File: config.mk
export PLATFORM = sky130hd
export DESIGN_NAME = shooter_engine_flat
export DESIGN_NICKNAME = d
export VERILOG_FILES = /design/src/rtl/shooter_engine_if.sv /design/src/rtl/shooter_engine.sv /design/src/flat_wrapper.sv
export SDC_FILE = /design/constraint.sdc
export NUM_CORES = 1
export LEC_CHECK = 0
export ABC_CLOCK_PERIOD_IN_PS = 13700
export BUFFER_PORTS_ARGS = -buffer_cell sky130_fd_sc_hd__buf_2
export CORE_ASPECT_RATIO = 0.8
export CORE_MARGIN = 8
export CORE_UTILIZATION = 50
export CTS_BUF_LIST = sky130_fd_sc_hd__clkbuf_2
export DETAILED_ROUTE_END_ITERATION = 8
export PLACE_DENSITY = 0.75
export SYNTH_ARGS = -nofsm -noshare
export SYNTH_HDL_FRONTEND = slang
export SYNTH_SLANG_ARGS = --single-unit
File: constraint.sdc
create_clock -name clk -period 13.7 [get_ports clk]
set_input_delay 2.74 -clock clk [delete_from_list [all_inputs] [get_ports clk]]
set_output_delay 2.74 -clock clk [all_outputs]
set_load 0.02 [all_outputs]
File: src/rtl/shooter_engine_if.sv
// Bus between the shooter game-state core (slave) and the game controller / renderer side (master).
interface shooter_engine_if #(
    parameter int N_BULLETS = 4,
    parameter int N_ENEMIES = 10
);
    logic                      tick;
    logic [9:0]                player_x;
    logic [9:0]                player_y;
    logic                      fire;
    logic signed [3:0]         fire_dx;
    logic signed [3:0]         fire_dy;
    logic                      busy;
    logic                      frame_done;
    logic                      fire_pulse;
    logic                      hit_pulse;
    logic [10*N_BULLETS-1:0]   bullet_x;
    logic [10*N_BULLETS-1:0]   bullet_y;
    logic [N_BULLETS-1:0]      bullet_active;
    logic [10*N_ENEMIES-1:0]   enemy_x;
    logic [10*N_ENEMIES-1:0]   enemy_y;
    logic [N_ENEMIES-1:0]      enemy_active;
    logic [7:0]                score_bcd;

    modport master (
        output tick, player_x, player_y, fire, fire_dx, fire_dy,
        input  busy, frame_done, fire_pulse, hit_pulse,
               bullet_x, bullet_y, bullet_active,
               enemy_x, enemy_y, enemy_active, score_bcd
    );

    modport slave (
        input  tick, player_x, player_y, fire, fire_dx, fire_dy,
        output busy, frame_done, fire_pulse, hit_pulse,
               bullet_x, bullet_y, bullet_active,
               enemy_x, enemy_y, enemy_active, score_bcd
    );
endinterface

File: src/rtl/shooter_engine.sv
// VGA shooter world core: bullet/enemy pools advanced once per frame tick by a sequential update FSM.
// Optional build macro SHOOTER_ENEMY_DRIFT_EN makes active enemies step toward the player each tick.
module shooter_engine #(
    parameter int N_BULLETS    = 4,
    parameter int N_ENEMIES    = 10,
    parameter int SCR_W        = 640,
    parameter int SCR_H        = 480,
    parameter int OBJ_SIZE     = 20,
    parameter int BUL_W        = 5,
    parameter int BUL_H        = 10,
    parameter int SPAWN_PERIOD = 32
) (
    input logic             clk,
    input logic             rst,
    shooter_engine_if.slave bus
);
    localparam logic [2:0] S_IDLE    = 3'd0;
    localparam logic [2:0] S_FIRE    = 3'd1;
    localparam logic [2:0] S_MOVE    = 3'd2;
    localparam logic [2:0] S_COLLIDE = 3'd3;
    localparam logic [2:0] S_SPAWN   = 3'd4;
    localparam logic [2:0] S_DONE    = 3'd5;

    localparam int BI_W = (N_BULLETS > 1) ? $clog2(N_BULLETS) : 1;
    localparam int EI_W = (N_ENEMIES > 1) ? $clog2(N_ENEMIES) : 1;
    localparam int SC_W = (SPAWN_PERIOD > 1) ? $clog2(SPAWN_PERIOD) : 1;

    localparam logic [BI_W-1:0]    B_LAST     = BI_W'(N_BULLETS - 1);
    localparam logic [EI_W-1:0]    E_LAST     = EI_W'(N_ENEMIES - 1);
    localparam logic [SC_W-1:0]    SPAWN_LAST = SC_W'(SPAWN_PERIOD - 1);
    localparam logic signed [10:0] X_MAX      = 11'(SCR_W - BUL_W);
    localparam logic signed [10:0] Y_MAX      = 11'(SCR_H - BUL_H);
    localparam logic [10:0]        OBJ_EXT    = 11'(OBJ_SIZE);
    localparam logic [10:0]        BW_EXT     = 11'(BUL_W);
    localparam logic [10:0]        BH_EXT     = 11'(BUL_H);
    localparam logic [9:0]         X_RANGE    = 10'(SCR_W - OBJ_SIZE);
    localparam logic [9:0]         Y_RANGE    = 10'(SCR_H - OBJ_SIZE);
    localparam logic [19:0]        LFSR_SEED  = 20'h5A5A5;

    logic [2:0]           state;
    logic [9:0]           bul_x  [N_BULLETS];
    logic [9:0]           bul_y  [N_BULLETS];
    logic signed [3:0]    bul_vx [N_BULLETS];
    logic signed [3:0]    bul_vy [N_BULLETS];
    logic [N_BULLETS-1:0] bul_act;
    logic [9:0]           en_x   [N_ENEMIES];
    logic [9:0]           en_y   [N_ENEMIES];
    logic [N_ENEMIES-1:0] en_act;
    logic [BI_W-1:0]      b_idx;
    logic [EI_W-1:0]      e_idx;
    logic                 fire_prev;
    logic [SC_W-1:0]      spawn_cnt;
    logic [19:0]          lfsr;
    logic [7:0]           score;
    logic                 busy_q;
    logic                 frame_done_q;
    logic                 fire_pulse_q;
    logic                 hit_pulse_q;

    logic                 free_found;
    logic [BI_W-1:0]      free_idx;
    logic                 empty_found;
    logic [EI_W-1:0]      empty_idx;
    logic                 fire_ok;
    logic signed [10:0]   nx [N_BULLETS];
    logic signed [10:0]   ny [N_BULLETS];
    logic [N_BULLETS-1:0] off_screen;
    logic [10:0]          hb_x, hb_y, he_x, he_y;
    logic                 pair_hit;
    logic [7:0]           score_inc;
    logic [9:0]           drift_x [N_ENEMIES];
    logic [9:0]           drift_y [N_ENEMIES];

    // Lowest-index free bullet slot and lowest-index inactive enemy slot.
    always_comb begin
        // NOTE: every variable of a combinational block gets a default first so no path can infer a latch.
        free_found  = 1'b0;
        free_idx    = '0;
        empty_found = 1'b0;
        empty_idx   = '0;
        for (int i = 0; i < N_BULLETS; i++) begin
            if (!bul_act[i] && !free_found) begin
                free_found = 1'b1;
                free_idx   = BI_W'(i);
            end
        end
        for (int e = 0; e < N_ENEMIES; e++) begin
            if (!en_act[e] && !empty_found) begin
                empty_found = 1'b1;
                empty_idx   = EI_W'(e);
            end
        end
    end

    assign fire_ok = bus.fire && !fire_prev && free_found
                  && ((bus.fire_dx != 4'sd0) || (bus.fire_dy != 4'sd0));

    // Next positions in 11-bit signed so that both screen edges are visible as plain compares.
    always_comb begin
        off_screen = '0;
        for (int i = 0; i < N_BULLETS; i++) begin
            nx[i] = $signed({1'b0, bul_x[i]}) + 11'(bul_vx[i]);
            ny[i] = $signed({1'b0, bul_y[i]}) + 11'(bul_vy[i]);
            off_screen[i] = nx[i][10] || ny[i][10] || (nx[i] > X_MAX) || (ny[i] > Y_MAX);
        end
    end

    always_comb begin
        hb_x = {1'b0, bul_x[b_idx]};
        hb_y = {1'b0, bul_y[b_idx]};
        he_x = {1'b0, en_x[e_idx]};
        he_y = {1'b0, en_y[e_idx]};
        pair_hit = bul_act[b_idx] && en_act[e_idx]
                && (hb_x < he_x + OBJ_EXT) && (hb_x + BW_EXT > he_x)
                && (hb_y < he_y + OBJ_EXT) && (hb_y + BH_EXT > he_y);
    end

    always_comb begin
        if (score == 8'h99) begin
            score_inc = 8'h99;
        end else if (score[3:0] == 4'd9) begin
            score_inc = {score[7:4] + 4'd1, 4'd0};
        end else begin
            score_inc = {score[7:4], score[3:0] + 4'd1};
        end
    end

    always_comb begin
        for (int e = 0; e < N_ENEMIES; e++) begin
            drift_x[e] = en_x[e];
            drift_y[e] = en_y[e];
`ifdef SHOOTER_ENEMY_DRIFT_EN
            if (en_act[e]) begin
                if (en_x[e] < bus.player_x)      drift_x[e] = en_x[e] + 10'd1;
                else if (en_x[e] > bus.player_x) drift_x[e] = en_x[e] - 10'd1;
                if (en_y[e] < bus.player_y)      drift_y[e] = en_y[e] + 10'd1;
                else if (en_y[e] > bus.player_y) drift_y[e] = en_y[e] - 10'd1;
            end
`else
            drift_x[e] = en_x[e] ^ 10'd0;
            drift_y[e] = en_y[e] ^ 10'd0;
`endif
        end
    end

    always_ff @(posedge clk) begin
        if (rst) begin
            // NOTE: the position/flag arrays are reset because they are visible outputs that must read 0.
            state        <= S_IDLE;
            bul_act      <= '0;
            en_act       <= '0;
            b_idx        <= '0;
            e_idx        <= '0;
            fire_prev    <= 1'b0;
            spawn_cnt    <= '0;
            lfsr         <= LFSR_SEED;
            score        <= 8'h00;
            busy_q       <= 1'b0;
            frame_done_q <= 1'b0;
            fire_pulse_q <= 1'b0;
            hit_pulse_q  <= 1'b0;
            for (int i = 0; i < N_BULLETS; i++) begin
                bul_x[i]  <= '0;
                bul_y[i]  <= '0;
                bul_vx[i] <= '0;
                bul_vy[i] <= '0;
            end
            for (int e = 0; e < N_ENEMIES; e++) begin
                en_x[e] <= '0;
                en_y[e] <= '0;
            end
        end else begin
            // NOTE: non-blocking only, so every branch below reads the pre-edge values of the pools.
            lfsr         <= {lfsr[18:0], lfsr[19] ^ lfsr[16]};
            frame_done_q <= 1'b0;
            fire_pulse_q <= 1'b0;
            hit_pulse_q  <= 1'b0;
            case (state)
                S_IDLE: begin
                    if (bus.tick) begin
                        state  <= S_FIRE;
                        busy_q <= 1'b1;
                    end
                end
                S_FIRE: begin
                    fire_prev <= bus.fire;
                    if (fire_ok) begin
                        bul_x[free_idx]   <= bus.player_x + 10'd10;
                        bul_y[free_idx]   <= bus.player_y;
                        bul_vx[free_idx]  <= bus.fire_dx;
                        bul_vy[free_idx]  <= bus.fire_dy;
                        bul_act[free_idx] <= 1'b1;
                        fire_pulse_q      <= 1'b1;
                    end
                    state <= S_MOVE;
                end
                S_MOVE: begin
                    for (int i = 0; i < N_BULLETS; i++) begin
                        if (bul_act[i]) begin
                            if (off_screen[i]) begin
                                bul_act[i] <= 1'b0;
                            end else begin
                                bul_x[i] <= nx[i][9:0];
                                bul_y[i] <= ny[i][9:0];
                            end
                        end
                    end
                    b_idx <= '0;
                    e_idx <= '0;
                    state <= S_COLLIDE;
                end
                S_COLLIDE: begin
                    if (pair_hit) begin
                        bul_act[b_idx] <= 1'b0;
                        en_act[e_idx]  <= 1'b0;
                        score          <= score_inc;
                        hit_pulse_q    <= 1'b1;
                    end
                    if (e_idx == E_LAST) begin
                        e_idx <= '0;
                        if (b_idx == B_LAST) begin
                            b_idx <= '0;
                            state <= S_SPAWN;
                        end else begin
                            b_idx <= b_idx + 1'b1;
                        end
                    end else begin
                        e_idx <= e_idx + 1'b1;
                    end
                end
                S_SPAWN: begin
                    for (int e = 0; e < N_ENEMIES; e++) begin
                        en_x[e] <= drift_x[e];
                        en_y[e] <= drift_y[e];
                    end
                    // A freshly spawned enemy overrides its slot's drift value, so it does not move this tick.
                    if (spawn_cnt == SPAWN_LAST) begin
                        spawn_cnt <= '0;
                        if (empty_found) begin
                            en_x[empty_idx]   <= lfsr[9:0] % X_RANGE;
                            en_y[empty_idx]   <= lfsr[19:10] % Y_RANGE;
                            en_act[empty_idx] <= 1'b1;
                        end
                    end else begin
                        spawn_cnt <= spawn_cnt + 1'b1;
                    end
                    frame_done_q <= 1'b1;
                    state        <= S_DONE;
                end
                S_DONE: begin
                    busy_q <= 1'b0;
                    state  <= S_IDLE;
                end
                default: begin
                    busy_q <= 1'b0;
                    state  <= S_IDLE;
                end
            endcase
        end
    end

    logic [10*N_BULLETS-1:0] bullet_x_flat, bullet_y_flat;
    logic [10*N_ENEMIES-1:0] enemy_x_flat, enemy_y_flat;

    always_comb begin
        bullet_x_flat = '0;
        bullet_y_flat = '0;
        enemy_x_flat  = '0;
        enemy_y_flat  = '0;
        for (int i = 0; i < N_BULLETS; i++) begin
            bullet_x_flat[10*i +: 10] = bul_x[i];
            bullet_y_flat[10*i +: 10] = bul_y[i];
        end
        for (int e = 0; e < N_ENEMIES; e++) begin
            enemy_x_flat[10*e +: 10] = en_x[e];
            enemy_y_flat[10*e +: 10] = en_y[e];
        end
    end

    assign bus.busy          = busy_q;
    assign bus.frame_done    = frame_done_q;
    assign bus.fire_pulse    = fire_pulse_q;
    assign bus.hit_pulse     = hit_pulse_q;
    assign bus.bullet_x      = bullet_x_flat;
    assign bus.bullet_y      = bullet_y_flat;
    assign bus.bullet_active = bul_act;
    assign bus.enemy_x       = enemy_x_flat;
    assign bus.enemy_y       = enemy_y_flat;
    assign bus.enemy_active  = en_act;
    assign bus.score_bcd     = score;
endmodule

File: src/flat_wrapper.sv
// flat-port wrapper written by rule: the top's interface ports become plain ports
module shooter_engine_flat 
#(
    parameter int N_BULLETS    = 4,
    parameter int N_ENEMIES    = 10,
    parameter int SCR_W        = 640,
    parameter int SCR_H        = 480,
    parameter int OBJ_SIZE     = 20,
    parameter int BUL_W        = 5,
    parameter int BUL_H        = 10,
    parameter int SPAWN_PERIOD = 32
)
  (clk, rst, bus_tick, bus_player_x, bus_player_y, bus_fire, bus_fire_dx, bus_fire_dy, bus_busy, bus_frame_done, bus_fire_pulse, bus_hit_pulse, bus_bullet_x, bus_bullet_y, bus_bullet_active, bus_enemy_x, bus_enemy_y, bus_enemy_active, bus_score_bcd);
  shooter_engine_if #(.N_BULLETS(N_BULLETS), .N_ENEMIES(N_ENEMIES)) bus_i ();
  input logic clk;
  input logic rst;
  input wire logic [$bits(bus_i.tick)-1:0] bus_tick;
  input wire logic [$bits(bus_i.player_x)-1:0] bus_player_x;
  input wire logic [$bits(bus_i.player_y)-1:0] bus_player_y;
  input wire logic [$bits(bus_i.fire)-1:0] bus_fire;
  input wire logic [$bits(bus_i.fire_dx)-1:0] bus_fire_dx;
  input wire logic [$bits(bus_i.fire_dy)-1:0] bus_fire_dy;
  output wire logic [$bits(bus_i.busy)-1:0] bus_busy;
  output wire logic [$bits(bus_i.frame_done)-1:0] bus_frame_done;
  output wire logic [$bits(bus_i.fire_pulse)-1:0] bus_fire_pulse;
  output wire logic [$bits(bus_i.hit_pulse)-1:0] bus_hit_pulse;
  output wire logic [$bits(bus_i.bullet_x)-1:0] bus_bullet_x;
  output wire logic [$bits(bus_i.bullet_y)-1:0] bus_bullet_y;
  output wire logic [$bits(bus_i.bullet_active)-1:0] bus_bullet_active;
  output wire logic [$bits(bus_i.enemy_x)-1:0] bus_enemy_x;
  output wire logic [$bits(bus_i.enemy_y)-1:0] bus_enemy_y;
  output wire logic [$bits(bus_i.enemy_active)-1:0] bus_enemy_active;
  output wire logic [$bits(bus_i.score_bcd)-1:0] bus_score_bcd;
  assign bus_i.tick = bus_tick;
  assign bus_i.player_x = bus_player_x;
  assign bus_i.player_y = bus_player_y;
  assign bus_i.fire = bus_fire;
  assign bus_i.fire_dx = bus_fire_dx;
  assign bus_i.fire_dy = bus_fire_dy;
  assign bus_busy = bus_i.busy;
  assign bus_frame_done = bus_i.frame_done;
  assign bus_fire_pulse = bus_i.fire_pulse;
  assign bus_hit_pulse = bus_i.hit_pulse;
  assign bus_bullet_x = bus_i.bullet_x;
  assign bus_bullet_y = bus_i.bullet_y;
  assign bus_bullet_active = bus_i.bullet_active;
  assign bus_enemy_x = bus_i.enemy_x;
  assign bus_enemy_y = bus_i.enemy_y;
  assign bus_enemy_active = bus_i.enemy_active;
  assign bus_score_bcd = bus_i.score_bcd;
  shooter_engine #(.N_BULLETS(N_BULLETS), .N_ENEMIES(N_ENEMIES), .SCR_W(SCR_W), .SCR_H(SCR_H), .OBJ_SIZE(OBJ_SIZE), .BUL_W(BUL_W), .BUL_H(BUL_H), .SPAWN_PERIOD(SPAWN_PERIOD)) u_core (.clk(clk), .rst(rst), .bus(bus_i));
endmodule
## Yosys cells after proc, flatten, opt, wreduce, memory -nomap -nowiden

Memory sizes are Yosys's and may differ from the RTL's. A register that Yosys moved wholly into a read port is not among the register bits.
Cells that the tools add are included.

| storage, ports and cells | value |
|---|---|
| flip-flop bits (word level) | 61 |
| RAM bits | 312 |
| input port bits | 32 |
| output and inout port bits | 306 |
| word-level logic and storage cells | 335 |
| memories | 6 |

Memory list:

| memory | depth | width | rd ports | clocked after memory_dff | write ports | RTL line | text |
|---|---|---|---|---|---|---|---|
| u_core.en_x | 10 | 10 | 11 | 1 | 11 | shooter_engine.sv:46 | `logic [9:0] en_x [N_ENEMIES];` |
| u_core.en_y | 10 | 10 | 11 | 1 | 11 | shooter_engine.sv:47 | `logic [9:0] en_y [N_ENEMIES];` |
| u_core.bul_x | 4 | 10 | 5 | 1 | 4 | shooter_engine.sv:41 | `logic [9:0] bul_x [N_BULLETS];` |
| u_core.bul_y | 4 | 10 | 5 | 1 | 4 | shooter_engine.sv:42 | `logic [9:0] bul_y [N_BULLETS];` |
| u_core.bul_vx | 4 | 4 | 4 | 0 | 4 | shooter_engine.sv:43 | `logic signed [3:0] bul_vx [N_BULLETS];` |
| u_core.bul_vy | 4 | 4 | 4 | 0 | 4 | shooter_engine.sv:44 | `logic signed [3:0] bul_vy [N_BULLETS];` |

| cells by class | value |
|---|---|
| add/subtract/negate cells | 18 |
| div/mod/pow operators | 2 |
| $lt $le $gt $ge | 20 |
| equality and inequality tests | 16 |
| multiplexer cells | 142 |
| bitwise logic cells | 37 |
| reduce and logical (&&, ||, !) cells | 80 |

Operators by type and width:

| operator | count |
|---|---|
| 2-to-1 mux 10 bit | 33 |
| adder 11 x 4 -> 11 bit | 8 |
| 2-to-1 mux 4 bit | 17 |
| 2-to-1 mux 1 bit | 62 |
| > comparator 11 x 10 -> 1 bit (second input constant) | 4 |
| > comparator 11 bit (second input constant) | 4 |
| OR 1 bit | 28 |
| logical AND 1 bit | 24 |
| 2-to-1 mux 2 bit | 12 |
| zero test 1 bit | 23 |
| adder 10 x 5 -> 11 bit (second input constant) | 2 |
| > comparator 11 x 10 -> 1 bit | 2 |
| less-than comparator 10 x 11 -> 1 bit | 2 |
| case mux 10 bit (2 select lines) | 1 |
| OR reduction 10 bit | 2 |
| 2-to-1 mux 8 bit | 2 |
| case mux 3 bit (5 select lines) | 1 |
| logical OR 1 bit | 13 |
| adder 4 x 1 -> 4 bit (second input constant) | 3 |
| != test 2 x 1 -> 1 bit (second input constant) | 6 |
| case mux 4 bit (3 select lines) | 1 |
| OR reduction 4 bit | 3 |
| adder 10 x 3 -> 11 bit (second input constant) | 1 |
| adder 10 x 4 -> 11 bit (second input constant) | 1 |
| 42 further kinds | 60 |

## Logic depth before layout (Yosys ltp)

Gate-level depths: netlist (run 1).

| logic depth | value |
|---|---|
| word-level depth | 35 |
| mapped depth | 22 |
| mapped depth without buffers | 17 |

## Worst setup path after synthesis (run 1)

OpenSTA, ideal clock, no wires.

| timing path | value |
|---|---|
| kind | input-to-reg |
| from | input port bus_fire |
| to | memory u_core.bul_x[1][0], enable pin |
| library setup time | 380 ps |
| arrival | 4824 ps |
| required time | 13320 ps |
| setup slack | 8496 ps |
| cell stages on the path | 7 |
| buffers on the path | 0 |
| path through | nor4bb_1 > nand3_1 > or3_1 > inv_1 > nand3_1 > nand2b_1 > nand2b_1 |

RTL lines:

| item | RTL line | text |
|---|---|---|
| start: declaration | flat_wrapper.sv:20 | `input wire logic [$bits(bus_i.fire)-1:0] bus_fire;` |
| end: declaration | shooter_engine.sv:41 |  |

==> out/results.ini, run 1 <==
[worst_setup_path]
worstRegToRegCells=17
crit_chain=buf_4, buf_4, mux4_2, and2_1, a211oi_1, a31oi_1, o21ai_1, xnor2_1, ha_1, o21a_1, o211ai_1, a31o_2, a21boi_0, o32ai_4, nand3_2, or4_1, a21oi_1
cp.arrival_ns=6.97
cpLargestDelayFamily=compound AO/OA/AOI/OAI gates
critPathKind=reg -> reg
cp_slowest_cell=buf_4
crit_required_ns=14.84
cp_common_cell=buf_4
worstSetupStartpointType=flip-flop
cp_num_buf_inv=2
crit_fanout=40
r2r-end=u_core.bus.score_bcd[7]
cpPeakStageDelay_ns=0.73
r2r_slack_ns=7.88
critPathCaptureType=flip-flop

[min_path]
hp-start=u_core.spawn_cnt[4]
hold_end=u_core.spawn_cnt[4]
holdPathStages=2
hp-class=reg -> reg

[clock_network]
htreeDepth=3
clk_pin_slew_worst_paths_ns=0.12
cts_made_buffers=116
cts_buffer_depth=3
cts-hold-fix-buffers=0
cts_tree=done
clk_latency_ns=1.24
post_cts_buffers=0
cts_sinks=499
ctsResizeCount=0
root_buffer=clkbuf_2

[global_routing]
gr-total-overflow=0
grt_max_degree=75
track_usage_pct=26.9
antenna_found_initial=5
grt_pass1_vias=20549
grt_pass1_wl_um=125000

[logic_synthesis]
synth_ff_type=edfxtp_1
synth.avg_cell_area_um2=12.5
synth_most_common_cell=edfxtp_1
synth_common_cells=edfxtp_1 (432), nor2_1 (310), ha_1 (133)
synth-seq-cells=499
yosysSeqAreaShare_pct=53.8
yosys.area.top_type=edfxtp_1
ys_async_sr_fraction_pct=0
ys_top_cells_by_area=edfxtp_1 (49%), mux4_2 (7.7%), ha_1 (6.3%)
syn_area_mm2=0.0266
synth_top_cell_area_share_pct=48.8
ys_warn_count=0
ys_types=92
synth_edf_count=432
synthCells=2131

[sta]
worst_slew_pin_slew_ns=1.46
max_freq_mhz=172
finClkSkew_ns=0.111
hold_viol_final=0
rsz0062_at_grt=no
setup-tns-final_ns=0
setup_violations=0
fin_crit_ns=5.82
max_slew_margin_pct=3.00
period_share_pct=42.5
drv_slew=0

[power_and_ir_drop]
p_int_mw=2.24
pwr-share-comb_pct=14.5
irDropWorstVdd_v=0.0000587
powerDensity_mw_per_mm2=107
pwr-share-clk_pct=29.9
swShare_pct=31.1
power_frac_seq_pct=55.6
power.switching_mw=1.01
total_leakage_power_nw=12.5
finalPower_mw=3.25

[die]
core_mm2=0.0525
dieArea_mm2=0.0609
io_pins=338
num_rows=75
die_w_um=274
fp.dieH_um=222
start_util_pct=50.7

[route]
viasPerCell=6.08
route.detailed.drc=0
num_vias=20862
wire_per_inst_um=24.8
drtIter0Drc=2505
drtAntennaViolNets=0
first_pass_iters=7
wl_um=85100

[final_layout]
area_delta_synth_final_pct=14.0
drive_above_1_share_pct=24.1
stdcell_area_mm2=0.0303
instances_no_fill=3434
fillers=4276
multiInputGateArea_mm2=0.0119
fin_nets=2809
final_util_pct=57.8
ff_latch_area_mm2=0.0143

[placement]
place_hpwl_um=63100
io_buffer_count=337
gp_congestion=1.00
post_dp_cell_area_mm2=0.0292
placed_cells=3211

[job]
drv_cap=0

[run_status]
status=complete, no violations

==> power groups by stage <==
stage                     Sequential (mW)  Clock, mW  Combinational (mW)
after floorplan                      1.85          0               0.274
after global placement               1.84          0               0.449
after detailed placement             1.84          0               0.462
after CTS                            1.81      0.975               0.464
after global routing                 1.82       1.05               0.506
final                                1.81      0.973               0.471
==> tightest hold or removal path: cells and delay by family, from the launching register on <==
family,cells,cell delay (ns)
AOI/OAI and AO/OA,1,0.05
and+or+nand+nor,1,0.05
DFF,1,0.33
==> logic make-up (layout without fill, tap and decap cells) <==
kind of cell    Yosys count  after routing  share of synthesized area, %
simple gates            636            636                          11.4
flops                   499            499                          53.8
compound gates          425            425                          10.9
buf+inv                 184            654                          3.28
mux                     144            144                          10.5
fa+ha+maj               142            142                          6.90
xor+xnor                100            100                          3.29
other cells               1            141                        0.0141
==> placed cells by master (no fill, tap or decap), types with 77 or more instances in the layout <==
cell type / netlist / final
edfxtp_1: 432 / 432
buf_2: 6 / 337
nor2_1: 310 / 310
clkbuf_2: 0 / 167
conb_1: 1 / 136
ha_1: 133 / 133
mux4_2: 91 / 91
a21oi_1: 84 / 84
nand2_1: 83 / 83
inv_1: 78 / 78
o21ai_0: 79 / 77
==> layer usage <==
layer / vias up / part of all wire, % / track usage, %
li1: 9065 / - / -
met1: 10200 / 38 / 35.4
met2: 1352 / 46 / 41.9
met3: 243 / 13 / 7.77
met4: 2 / 3.7 / 10.4
met5: - / 0.022 / 0
==> registers in the layout (all words and copies together), names as in the netlist, 5 cells and up, named ones only <==
| name | count |
|---|---|
| u_core.bul_vx | 16 |
| u_core.bul_vy | 16 |
| u_core.bul_x | 40 |
| u_core.bul_y | 40 |
| u_core.bus.enemy_active | 10 |
| u_core.bus.score_bcd | 8 |
| u_core.en_x | 160 |
| u_core.en_y | 160 |
| u_core.lfsr | 20 |
| u_core.spawn_cnt | 5 |
==> through the flow <==
stage | setup WS [ns] | hold WS, ns
after global routing | 7.43 | 0.525
after floorplan | 8.50 | 0.435
after global placement | 7.53 | 0.450
after CTS | 7.86 | 0.467
final | 7.88 | 0.472
after detailed placement | 7.41 | 0.455
==> worst max-delay path by stage <==
stage / from / end / cells past startpoint
after global routing: flip-flop / u_core.bus.bullet_active[2] / 16
after detailed placement: bus_fire / u_core.bul_x[1][3] / 8
final: flip-flop / u_core.bus.score_bcd[7] / 17
after floorplan: bus_fire / u_core.bul_x[1][0] / 7
after CTS: flip-flop / u_core.bus.score_bcd[7] / 16
after global placement: bus_fire / u_core.bul_x[1][7] / 8
==> cell type report <==
class / count / area share, %
Antenna cell: 5 / 0.0413
Clock inverter: 51 / 0.722
Tap cell: 693 / 2.86
Clock buffer: 167 / 2.76
Sequential cell: 499 / 47.2
Timing Repair Buffer: 355 / 6.08
Multi-Input combinational cell: 1583 / 39.3
Inverter: 81 / 1.00
Power figures use the tool's default switching activity.
==> run 2: changes to the inputs <==
--- a/config.mk
+++ b/config.mk
@@ -5,7 +5,7 @@
 export SDC_FILE = /design/constraint.sdc
 export NUM_CORES = 1
 export LEC_CHECK = 0
-export ABC_CLOCK_PERIOD_IN_PS = 13700
+export ABC_CLOCK_PERIOD_IN_PS = 5600
 export BUFFER_PORTS_ARGS = -buffer_cell sky130_fd_sc_hd__buf_2
 export CORE_ASPECT_RATIO = 0.8
 export CORE_MARGIN = 8
==> constraint.sdc (replaced) <==
create_clock -name clk -period 5.6 [get_ports clk]
set_input_delay 1.12 -clock clk [delete_from_list [all_inputs] [get_ports clk]]
set_output_delay 1.12 -clock clk [all_outputs]
set_load 0.02 [all_outputs]
==> out/results.ini, run 2 (synthesis results as in run 1) <==
[job]
drv_cap=0

[sta]
worst_slew_pin_slew_ns=1.30
drv_slew=0
period_share_pct=91.3
finClkSkew_ns=0.0914
setup_violations=0
max_slew_margin_pct=12.6
setup-tns-final_ns=0
fin_crit_ns=5.12
max_freq_mhz=195
rsz0062_at_grt=no
hold_viol_final=0

[clock_network]
root_buffer=clkbuf_2
htreeDepth=3
post_cts_buffers=0
cts_sinks=499
ctsResizeCount=0
cts_buffer_depth=3
cts_made_buffers=118
clk_latency_ns=1.23
cts_tree=done
cts-hold-fix-buffers=0
clk_pin_slew_worst_paths_ns=0.11

[global_routing]
grt_max_degree=78
grt_pass1_wl_um=126000
antenna_found_initial=4
track_usage_pct=27.0
grt_pass1_vias=20207
gr-total-overflow=0

[final_layout]
area_delta_synth_final_pct=14.9
stdcell_area_mm2=0.0306
ff_latch_area_mm2=0.0143
final_cell_mix=edfxtp_1 (432), buf_2 (337), nor2_1 (310)
fillers=4198
reg_top3=u_core.en_x (160), u_core.en_y (160)
multiInputGateArea_mm2=0.0119
final_common_cell=edfxtp_1
drive_above_1_share_pct=25.1
instances_no_fill=3462
final_util_pct=58.3
fin_nets=2831

[min_path]
hp-class=in -> reg
hold_end=u_core.fire_prev
holdPathStages=3
hp-start=bus_fire

[worst_setup_path]
r2r-end=u_core.bus.score_bcd[7]
worstSetupStartpointType=flip-flop
critPathKind=reg -> reg
worstRegToRegCells=13
crit_required_ns=6.69
crit_fanout=29
r2r_slack_ns=0.48
cp.arrival_ns=6.21
critPathCaptureType=flip-flop

[die]
core_mm2=0.0525
num_rows=75
fp.dieH_um=222
start_util_pct=50.7
io_pins=338
die_w_um=274
dieArea_mm2=0.0609

[route]
viasPerCell=6.02
wl_um=85100
drtIter0Drc=2649
route.detailed.drc=0
wire_per_inst_um=24.6
drtAntennaViolNets=0
first_pass_iters=6
num_vias=20832

[placement]
io_buffer_count=337
placed_cells=3231
gp_congestion=1.00
place_hpwl_um=63200
post_dp_cell_area_mm2=0.0294

[run_status]
status=complete, no violations

[power_and_ir_drop]
total_leakage_power_nw=12.6
irDropWorstVdd_v=0.000140
powerDensity_mw_per_mm2=265
finalPower_mw=8.10

## run 2: cell count changes in the layout (fill, tap and decap cells not counted), sizes merged
cell and change:
clkinv -8, diode +2, buf +20, clkbuf +12, bufinv +2
## run 2: worst max path at each step
stage,start,endpoint,slack (ns),cells past startpoint
after floorplan,flip-flop,u_core.bus.score_bcd[2],0.86,18
after global placement,flip-flop,u_core.bus.score_bcd[7],0.80,15
final,flip-flop,u_core.bus.score_bcd[7],0.48,13
after detailed placement,flip-flop,u_core.bus.score_bcd[7],0.59,13
after CTS,flip-flop,u_core.bus.score_bcd[7],0.58,13
after global routing,flip-flop,u_core.bus.score_bcd[7],0.20,15
## run 2: power by group
part	switching (mW)	internal, mW	total (mW)	leakage, nW
clock	1.56	0.969	2.53	0.868
combinational	0.749	0.406	1.16	6.88
sequential	0.165	4.26	4.42	4.87
## run 2: layer usage
layer  track usage [%]  share of wire [%]  wire [um]  vias to the layer above
met2              41.1                 45      38400                     1332
li1                  -                  -          -                     9123
met1              36.0                 38      32600                    10132
met5                 0              0.015         13                        -
met3              8.30                 12      10600                      243
met4              10.8                4.2       3580                        2
## run 2: final cells by class
| class | count | area share, % |
|---|---|---|
| sequential | 499 | 46.9 |
| multi-input combinational | 1583 | 39.0 |
| timing repair buffer | 375 | 6.49 |
| clock buffer | 179 | 2.93 |
| tap | 693 | 2.84 |
| inverter | 81 | 0.995 |
| clock inverter | 45 | 0.839 |
| antenna | 7 | 0.0573 |
## run 2: critical path: stages (launching register included)
cell and delay [ns]:
dfxtp_4 0.75, mux4_2 0.59, mux4_2 0.55, ha_1 0.26
o21ai_1 0.39, xnor2_1 0.18, ha_1 0.27, a211oi_1 0.28
a31o_2 0.19, a21boi_0 0.15, o32ai_4 0.29, nand3_2 0.36
or4_1 0.60, a21oi_1 0.15
## run 2: stage by stage
| stage | hold slack [ns] | setup WS [ns] |
|---|---|---|
| final | 0.202 | 0.485 |
| after global routing | 0.170 | 0.197 |
| after CTS | 0.128 | 0.584 |
| after detailed placement | 0.458 | 0.586 |
| after global placement | 0.444 | 0.799 |
| after floorplan | 0.435 | 0.863 |
==> run 3: changes to the inputs <==
--- a/config.mk
+++ b/config.mk
@@ -9,10 +9,10 @@
 export BUFFER_PORTS_ARGS = -buffer_cell sky130_fd_sc_hd__buf_2
 export CORE_ASPECT_RATIO = 0.8
 export CORE_MARGIN = 8
-export CORE_UTILIZATION = 50
+export CORE_UTILIZATION = 61
 export CTS_BUF_LIST = sky130_fd_sc_hd__clkbuf_2
 export DETAILED_ROUTE_END_ITERATION = 8
-export PLACE_DENSITY = 0.75
+export PLACE_DENSITY = 0.88
 export SYNTH_ARGS = -nofsm -noshare
 export SYNTH_HDL_FRONTEND = slang
 export SYNTH_SLANG_ARGS = --single-unit
==> out/results.ini, run 3 (synthesis results as in run 1) <==
[route]
wl_met2_um=38100
wire_per_inst_um=26.0
drtIter0Drc=2895
wl_met1_um=30900
drtAntennaViolNets=0
wl_um=86400
viasPerCell=6.46
route.detailed.drc=0
routed-wl-met3_um=13500
num_vias=21472
maxUsedRoutingLayer=met5
first_pass_iters=9

[power_and_ir_drop]
p_int_mw=5.54
powerDensity_mw_per_mm2=264
swShare_pct=30.9
irDropWorstVdd_v=0.000157
power.switching_mw=2.48
pwr-share-comb_pct=14.5
total_leakage_power_nw=12.6
power_frac_seq_pct=55.2
pwr-share-clk_pct=30.3

[clock_network]
ctsResizeCount=0
cts_tree=done
cts_made_buffers=118
cts_sinks=499
clk_pin_slew_worst_paths_ns=0.12
htreeDepth=3
root_buffer=clkbuf_2
post_cts_buffers=0
cts_buffer_depth=3
cts-hold-fix-buffers=0
clk_latency_ns=1.20

[sta]
period_share_pct=88.9
hold_viol_final=0
worst_slew_pin_slew_ns=1.42
setup-tns-final_ns=0
fin_crit_ns=4.98
finClkSkew_ns=0.0965
max_slew_margin_pct=5.27
max_freq_mhz=201
rsz0062_at_grt=no
setup_violations=0
drv_slew=0

[worst_setup_path]
critPathCaptureType=flip-flop
critPathKind=reg -> reg
r2r_slack_ns=0.62
cp.arrival_ns=6.01
worstRegToRegCells=15
worstSetupStartpointType=flip-flop
r2r-end=u_core.bus.score_bcd[2]
crit_required_ns=6.63
crit_fanout=25

[die]
dieArea_mm2=0.0506
num_rows=68
fp.dieH_um=203
core_mm2=0.0431
io_pins=338
start_util_pct=61.8
die_w_um=249

[final_layout]
drive_above_1_share_pct=24.8
fillers=2938
fin_nets=2833
area_delta_synth_final_pct=14.2
stdcell_area_mm2=0.0304
final_common_cell=edfxtp_1
reg_top3=u_core.en_x (160), u_core.en_y (160)
final_cell_mix=edfxtp_1 (432), buf_2 (337), nor2_1 (310)

[min_path]
hold_end=u_core.fire_prev
holdPathStages=3
hp-class=in -> reg
hp-start=bus_fire

[job]
drv_cap=0

[placement]
gp_congestion=1.04
place_hpwl_um=63300
io_buffer_count=337
post_dp_cell_area_mm2=0.0293

[global_routing]
gr-total-overflow=0
track_usage_pct=33.0
grt_pass1_vias=20911
antenna_found_initial=4
grt_pass1_wl_um=127000
grt_max_degree=72

[run_status]
status=complete, no violations

[run 3: how the worst max path moves through the flow]
stage	from	endpoint	slack, ns	depth (start not counted)
final	flip-flop	u_core.bus.score_bcd[2]	0.62	15
after global routing	flip-flop	u_core.bus.enemy_active[4]	0.37	18
after CTS	flip-flop	u_core.bus.score_bcd[2]	0.65	15
after detailed placement	flip-flop	u_core.bus.score_bcd[2]	0.72	15
after global placement	flip-flop	u_core.bus.score_bcd[2]	0.88	15
after floorplan	flip-flop	u_core.bus.score_bcd[2]	0.86	18
[run 3: metal layers]
metal	global-route usage [%]	vias up
met4	14.3	4
met3	11.7	314
li1	-	9120
met5	0.197	-
met2	49.2	1814
met1	43.5	10220
[run 3: metrics by stage]
stage | hold slack, ns | setup WS (ns) | util (%) | instances | power (mW)
final | 0.246 | 0.621 | 70.5 | 3326 | 8.02
after global routing | 0.203 | 0.370 | 70.5 | 3326 | 8.28
after CTS | 0.185 | 0.646 | 70.5 | 3319 | 7.98
after detailed placement | 0.455 | 0.719 | 67.9 | 3100 | 5.63
after global placement | 0.448 | 0.884 | 67.9 | 3100 | 5.58
after floorplan | 0.435 | 0.863 | - | 2266 | 5.20
[run 3: worst max-delay path: stages, from the launching register on]
cell and delay [ns]:
dfxtp_4 0.71, buf_4 0.47, mux4_2 0.56, mux2i_1 0.15, a21oi_1 0.19, o21ai_1 0.46
nor3_1 0.13, xnor2_1 0.15, ha_1 0.32, o211ai_1 0.09, a31o_2 0.21, a21boi_0 0.30
o32ai_4 0.20, and3_1 0.28, and3_1 0.23, mux2_1 0.33
[run 3: layout make-up]
class	count	area (um2)	share of cell area, %
sequential	499	14300	47.2
multi-input combinational	1583	11900	39.3
timing repair buffer	377	2000	6.59
clock buffer	169	846	2.79
tap	560	701	2.31
inverter	81	304	1.00
clock inverter	50	240	0.791
antenna	7	17.5	0.0577
[run 3: power by group through the flow]
| stage | logic, mW | clock network, mW | registers [mW] |
|---|---|---|---|
| finish | 1.16 | 2.43 | 4.43 |
| floorplan | 0.670 | 0 | 4.54 |
| CTS | 1.14 | 2.43 | 4.41 |
| detailed placement | 1.13 | 0 | 4.50 |
| global route | 1.24 | 2.61 | 4.44 |
| global placement | 1.09 | 0 | 4.48 |
